--- src/rtl/avr_irq_ctrl.sv ---
// Interrupt controller for the avr core: N maskable channels with edge/level mode, prioritised onto intr/vect.
// Optional macro IRQ_ROTATE_EN selects round-robin arbitration instead of fixed lowest-index priority.
module avr_irq_ctrl #(
  parameter int          CHANNELS = 8,
  parameter int          VW       = 3,
  parameter logic [15:0] BASE     = 16'h0058
) (
  input  logic                clock,
  input  logic                reset_n,
  input  logic [15:0]         a,
  input  logic [7:0]          o,
  input  logic                w,
  input  logic                r,
  output logic [7:0]          p,
  output logic                sel,
  input  logic [CHANNELS-1:0] irq_in,
  input  logic                iack,
  output logic                intr,
  output logic [VW-1:0]       vect
);

  typedef enum logic [1:0] {IDLE, REQ, HOLD} state_t;

  state_t              state_reg, state_next;
  logic [CHANNELS-1:0] s1_reg, s2_reg, s3_reg;
  logic [CHANNELS-1:0] mask_reg, mask_next;
  logic [CHANNELS-1:0] pend_reg, pend_next;
  logic [CHANNELS-1:0] mode_reg, mode_next;
  logic [CHANNELS-1:0] cand;
  logic [VW-1:0]       vect_reg, vect_next, winner;
  logic [15:0]         offset;
  logic                wr_mask, wr_pend, wr_mode, ack_take, any_req;
  logic [7:0]          mask8, pend8, mode8, stat8;

  assign offset   = a - BASE;
  assign sel      = (offset < 16'd4);
  assign wr_mask  = w & sel & (offset[1:0] == 2'd0);
  assign wr_pend  = w & sel & (offset[1:0] == 2'd1);
  assign wr_mode  = w & sel & (offset[1:0] == 2'd2);
  assign ack_take = (state_reg == REQ) & iack;
  assign cand     = pend_reg & mask_reg;
  assign any_req  = |cand;

  assign mask_next = wr_mask ? o[CHANNELS-1:0] : mask_reg;
  assign mode_next = wr_mode ? o[CHANNELS-1:0] : mode_reg;

  // Edge channels: a set on the same cycle as a clear still wins, so no edge is lost.
  generate
    for (genvar gi = 0; gi < CHANNELS; gi++) begin : g_pend
      logic rise, clr;
      assign rise = s2_reg[gi] & ~s3_reg[gi];
      assign clr  = (wr_pend & o[gi]) | (ack_take & (vect_reg == VW'(gi)));
      assign pend_next[gi] = mode_reg[gi] ? (rise | (pend_reg[gi] & ~clr)) : s2_reg[gi];
    end
  endgenerate

  always_ff @(posedge clock or negedge reset_n) begin
    if (!reset_n) begin
      s1_reg   <= '0;
      s2_reg   <= '0;
      s3_reg   <= '0;
      mask_reg <= '0;
      pend_reg <= '0;
      mode_reg <= '1;
    end else begin
      s1_reg   <= irq_in;
      s2_reg   <= s1_reg;
      s3_reg   <= s2_reg;
      mask_reg <= mask_next;
      pend_reg <= pend_next;
      mode_reg <= mode_next;
    end
  end

`ifdef IRQ_ROTATE_EN
  logic [VW-1:0] ptr_reg;

  always_ff @(posedge clock or negedge reset_n) begin
    if (!reset_n)
      ptr_reg <= '0;
    else if (ack_take)
      ptr_reg <= (vect_reg == VW'(CHANNELS - 1)) ? '0 : vect_reg + 1'b1;
  end

  // Walk downward from the farthest offset so the nearest candidate after ptr_reg wins.
  always_comb begin
    int idx;
    winner = '0;
    for (int k = CHANNELS - 1; k >= 0; k--) begin
      idx = int'(ptr_reg) + k;
      if (idx >= CHANNELS) idx = idx - CHANNELS;
      if (cand[idx]) winner = VW'(idx);
    end
  end
`else
  always_comb begin
    winner = '0;
    for (int k = CHANNELS - 1; k >= 0; k--)
      if (cand[k]) winner = VW'(k);
  end
`endif

  always_ff @(posedge clock or negedge reset_n) begin
    if (!reset_n) begin
      state_reg <= IDLE;
      vect_reg  <= '0;
    end else begin
      state_reg <= state_next;
      vect_reg  <= vect_next;
    end
  end

  // The latched channel is held in REQ; it is abandoned only if it loses its mask or pending bit.
  always_comb begin
    state_next = state_reg;
    vect_next  = vect_reg;
    case (state_reg)
      IDLE: begin
        if (any_req) begin
          state_next = REQ;
          vect_next  = winner;
        end
      end
      REQ: begin
        if (iack)
          state_next = HOLD;
        else if (!(mask_next[vect_reg] & pend_next[vect_reg]))
          state_next = IDLE;
      end
      HOLD:    state_next = IDLE;
      default: state_next = IDLE;
    endcase
  end

  always_comb begin
    intr = (state_reg == REQ);
    vect = vect_reg;
  end

  always_comb begin
    mask8 = '0;
    pend8 = '0;
    mode8 = '0;
    stat8 = '0;
    mask8[CHANNELS-1:0] = mask_reg;
    pend8[CHANNELS-1:0] = pend_reg;
    mode8[CHANNELS-1:0] = mode_reg;
    stat8[7]            = intr;
    stat8[VW-1:0]       = vect_reg;
    p = '0;
    if (sel) begin
      case (offset[1:0])
        2'd0:    p = mask8;
        2'd1:    p = pend8;
        2'd2:    p = mode8;
        default: p = stat8;
      endcase
    end
  end

endmodule

--- config.mk ---
export PLATFORM = sky130hd
export DESIGN_NAME = avr_irq_ctrl
export DESIGN_NICKNAME = d
export VERILOG_FILES = /design/src/rtl/avr_irq_ctrl.sv
export SDC_FILE = /design/constraint.sdc
export NUM_CORES = 1
export LEC_CHECK = 0
export ABC_CLOCK_PERIOD_IN_PS = 2900
export CAP_MARGIN = 10
export CORE_MARGIN = 4
export CORE_UTILIZATION = 40
export DETAILED_ROUTE_END_ITERATION = 16
export PLACE_DENSITY = 0.64
export SLEW_MARGIN = 10
export SYNTH_ARGS = -nofsm -noshare
export SYNTH_HDL_FRONTEND = slang
export SYNTH_SLANG_ARGS = --single-unit
--- constraint.sdc ---
create_clock -name clock -period 2.9 [get_ports clock]
set_input_delay 0.58 -clock clock [delete_from_list [all_inputs] [get_ports clock]]
set_output_delay 0.58 -clock clock [all_outputs]
set_load 0.03 [all_outputs]
* After elaboration in Yosys (flattened, before gate mapping) *
Index checks and enable logic that the tools add are counted.

cells by class
  $add $sub $neg = 1
  multiply operators = 0
  div/mod/pow operators = 0
  $lt $le $gt $ge = 2
  equality and inequality tests = 12
  shift operators = 0
  mux-type cells = 27
  bitwise gates (word level) = 71
  reduce and logical (&&, ||, !) cells = 6

operators by type and width
  kind                                                                   count
  1-bit AND                                                              38
  3-bit 2-to-1 mux                                                       8
  8-bit case mux with 3 select lines                                     1
  16-bit by 3-bit < comparator with 1-bit output, second input constant  1
  8-bit 2-to-1 mux                                                       2
  1-bit NOT                                                              16
  1-bit bitwise OR                                                       16
  16-bit by 7-bit subtractor with 16-bit output, second input constant   1
  3-bit equality test, second input constant                             4
  1-bit 2-to-1 mux                                                       10
  8-bit AND                                                              1
  8-bit OR reduction                                                     1
  1-bit binary-select mux with 3-bit select                              2
  3-bit by 2-bit equality test with 1-bit output, second input constant  2
  2-bit 2-to-1 mux                                                       3
  2-bit by 1-bit equality test with 1-bit output, second input constant  2
  2-bit zero test                                                        2
  3-bit by 4-bit < comparator with 1-bit output, second input constant   1
  2-bit case mux with 2 select lines                                     1
  2-bit AND reduction                                                    2
  3-bit by 1-bit equality test with 1-bit output, second input constant  1
  3-bit zero test                                                        1
  3-bit != test, second input constant                                   1
  2-bit equality test, second input constant                             1
  2-bit != test, second input constant                                   1

word-level totals
  register bits = 53
  bits in latches = 0
  memory bits (writable) = 0
  ROM bits = 0
  memories kept = 0

* Longest topological paths before layout *
  depth after elaboration = 16
  depth in mapped cells = 8
  gate-level depth less buffers = 8

* Least setup slack after synthesis *
OpenSTA, ideal clock, no wires.

  kind = input -> register
  start point = input a[3]
  end point = register state_reg[0]
  setup time = 124 ps
  arrival = 2739 ps
  slack = 37 ps
  stages on the path = 8
  buffers on the path = 0
  path through = ha_1 -> xor2_1 -> nand4_1 -> a2111oi_4 -> mux2_2 -> a21bo_2 -> a31o_1 -> a211o_1

between the ends
  elaborated cells on any way between the ends = 61
  those cells by class = add/sub (1); order compare (1); eq/ne (1); mux (13); bitwise (44); reduce/logical (1)

RTL lines
  what                                            line  source
  start: declaration                              10    input logic [15:0] a,
  16-bit by 7-bit subtractor with 16-bit output   35    assign offset = a - BASE;
  16-bit by 3-bit < comparator with 1-bit output  36    assign sel = (offset < 16'd4);
  1-bit AND (2 in a row)                          37    assign wr_mask = w & sel & (offset[1:0] == 2'd0);
  8-bit 2-to-1 mux                                44    assign mask_next = wr_mask ? o[CHANNELS-1:0] : mask_reg;
  named net mask_next[1]                          26    logic [CHANNELS-1:0] mask_reg, mask_next;
  1-bit binary-select mux with 3-bit select       127   else if (!(mask_next[vect_reg] & pend_next[vect_reg]))
  1-bit 2-to-1 mux (not written as such)          127
  1-bit AND                                       127
  3-bit != test (no source line)                  n/a
  2-bit AND reduction (no source line)            n/a
  end signal: assignment                          108   state_reg <= state_next;
  end: declaration                                24    state_t state_reg, state_next;

The timed path passes the listed nets, and every way through them passes these cells. The select of a mux whose other input is x is not followed.
A chain may end at the register's enable or synchronous reset.

* Worst setup path after layout *
  start point = input a[8]
  end point = output p[1]

between the ends
  cells in the longest elaborated chain, start to end = 3

ends and longest elaborated chain
  what                                            line  source
  16-bit by 7-bit subtractor with 16-bit output   35
  16-bit by 3-bit < comparator with 1-bit output  36
  8-bit 2-to-1 mux                                151   if (sel) begin
  end: declaration                                14    output logic [7:0] p,

Every way passes these cells.

==> qor.csv <==
metric,value,unit
status,"finished, final reports clean",
port bufs,48,
routed vias/inst,5.71,
dpl ws,-0.448,ns
Comb power frac,11.7,%
Power Internal,1020,uW
final hold violations,0,
Root Buffer,clkbuf_8,
Seq pwr share,57.3,%
layout cells sized above 1,34.7,%
sw frac,24.7,%
Mapped Cells,227,
met2 WL,3.12,mm
Net Sw Power,335,uW
Final period util,97.3,%
maxcap violations,0,
CP Launch Type,primary input,
H-tree depth,2,
critical-path maximum fanout,5,
CTS buffer count,5,
Post-synth EDFFs,0,
worst skew pair latency,0.31,ns
Starting Density,41.2,%
grt ovf,0,
YS warnings,0,
# setup viols final,0,
reg2reg start,vect[1]$_DFFE_PN0P_,
cells on worst reg2reg path,7,
Slew Limit Fails,0,
Filler Cells Inserted,574,
FF+latch area,1340,um2
Design Power,1360,uW
antenna cells,0,
Core Box Area,6310,um2
Rel. slew slack,52.5,%
area of the die,7850,um2
worst setup margin,0.0789,ns
Layout Nets,348,
fin crit period,2.82,ns
Tot GR Track Use,18.4,%
area growth from synthesis to layout,37.6,%
CP Capture Type,primary output,
pin count of the biggest net entering global routing,33,
Final Skew,0.00677,ns
WL per Instance,17.4,um
Crit Path Category,in -> out,
#FFs+latches synth,53,
WP data required,2.32,ns
Placer Congestion,0.886,
Die Span Y,88.6,um
Synth async-reset ratio,100,%
top layer in use,met4,
VDD IR max,0.244,mV
Synth Area per Inst,11.5,um2
pwr/cell area,379,nW/um2
CTS tree,yes,
hold_ws,0.313,ns
vias in the first global route,2268,
Critical Path AT,2.24,ns
clock sink total,53,
initial antenna violation count,0,
first-pass GRT wire length,11.2,mm
FF-to-FF End,state_reg[0]$_DFFE_PN0P_,
DRC viols,0,
commonest register cell after synthesis,dfrtp_1,
hold buffers post-CTS,0,
sequential-to-total area share from yosys stat,51.4,%
Synth cell types,48,
DIE WIDTH,88.6,um
Max Clk Rate,354,MHz
final WL,6.76,mm
clk slew on worst S/H paths,0.10,ns
DRT met1 WL,3.00,mm
r2r setup slk,0.93,ns
LEAKAGE,0.00154,uW
Clk pwr share,31.0,%
multi-input logic area,1340,um2
post-synthesis cell area,2600,um2
Mapped Nets,265,
worst-case clock buffer depth,2,
1st-pass router iterations,4,
met3 wire length,601,um
Hold Path Class,in -> async,
antenna-violating nets left,0,
row count,29,
Worst Tran Pin Value,0.712,ns
Iteration-0 DRC Markers,132,
DP HPWL,5.02,mm
routed via count,2214,
IO Count,50,
==> worst max-delay path, cell delays in order <==
cell             delay, ns
clkdlybuf4s50_1       0.43
nor3_2                0.18
nand4_1               0.17
or3_4                 0.44
buf_6                 0.15
nor2b_1               0.12
buf_4                 0.17
==> worst max path at each step <==
stage / cells after the start / from / endpoint
after floorplan: 8 / a[3] / state_reg[0]$_DFFE_PN0P_
after global placement: 10 / a[3] / state_reg[0]$_DFFE_PN0P_
after detailed placement: 10 / a[4] / state_reg[0]$_DFFE_PN0P_
after CTS: 12 / a[4] / state_reg[0]$_DFFE_PN0P_
after global routing: 7 / a[8] / p[2]
final: 7 / a[8] / p[1]
==> cells by family (layout without fill, tap and decap cells) <==
family / after synthesis / count (layout) / synth area share [%]
buf+inv: 9 / 93 / 1.30
fa+ha+maj: 1 / 1 / 0.481
xor+xnor: 1 / 1 / 0.337
simple gates: 74 / 74 / 15.2
flops: 53 / 53 / 51.4
mux: 25 / 25 / 12.4
compound gates: 64 / 64 / 19.0
==> synth_stat cells, types with 4 or more instances <==
master	number	area (um2)
o211ai_1	5	37.5
mux4_2	4	90.1
mux2i_1	4	40.0
nor2_1	16	60.1
mux2_2	17	191
clkbuf_1	6	22.5
a21oi_1	18	90.1
dfrtp_1	45	1130
nor2b_1	9	56.3
a22oi_1	5	37.5
a21boi_0	5	37.5
nand3_1	4	20.0
dfstp_2	8	210
nand2_1	18	67.6
or2_2	4	25.0
o21ai_0	5	25.0
==> timing repair <==
action	in CTS	in global routing
resized for setup	31	15
gates cloned	1	0
endpoints found under the setup margin	10	10
setup buffers	4	0
pin swaps	11	7
==> final cells by class <==
cell class	instances	share of cell area (%)
Clock buffer	6	2.03
Clock inverter	2	0.385
Inverter	3	0.315
Multi-Input combinational cell	165	37.4
Sequential cell	53	37.4
Tap cell	77	2.69
Timing Repair Buffer	82	19.9
==> stage by stage <==
stage	std cells	utilization, %	area, um2	setup TNS [ns]
after CTS	388	56.4	3560	0
final	388	56.7	3580	0
after detailed placement	375	53.0	3340	-3.68
after global placement	375	53.0	3340	-3.11
after floorplan	227	-	2600	0
after global routing	388	56.7	3580	-0.0750
==> cell usage in the layout (no fill, tap or decap), drive strengths merged, types with 4 or more instances in the layout <==
cell	instances
a2111oi	4
a21boi	5
a21oi	18
a22oi	5
buf	44
clkbuf	10
clkdlybuf4s50	28
dfrtp	45
dfstp	8
inv	4
mux2	17
mux2i	4
mux4	4
nand2	18
nand3	5
nor2	16
nor2b	9
o211ai	6
o21ai	6
or2	4
==> layer usage <==
metal | vias up | GRT usage [%]
met5 | - | 0
met4 | 0 | 2.88
met3 | 4 | 3.82
met2 | 91 | 29.8
met1 | 1103 | 26.1
li1 | 1016 | -
==> power by group through the flow <==
| stage | Clock (uW) | Sequential, uW | Combinational [uW] |
|---|---|---|---|
| final | 421 | 777 | 159 |
| after global routing | 463 | 781 | 175 |
| after CTS | 435 | 777 | 159 |
| after detailed placement | 0 | 792 | 147 |
| after global placement | 0 | 791 | 146 |
| after floorplan | 0 | 787 | 45.3 |
Note: power is estimated with default switching activity, not from simulation.
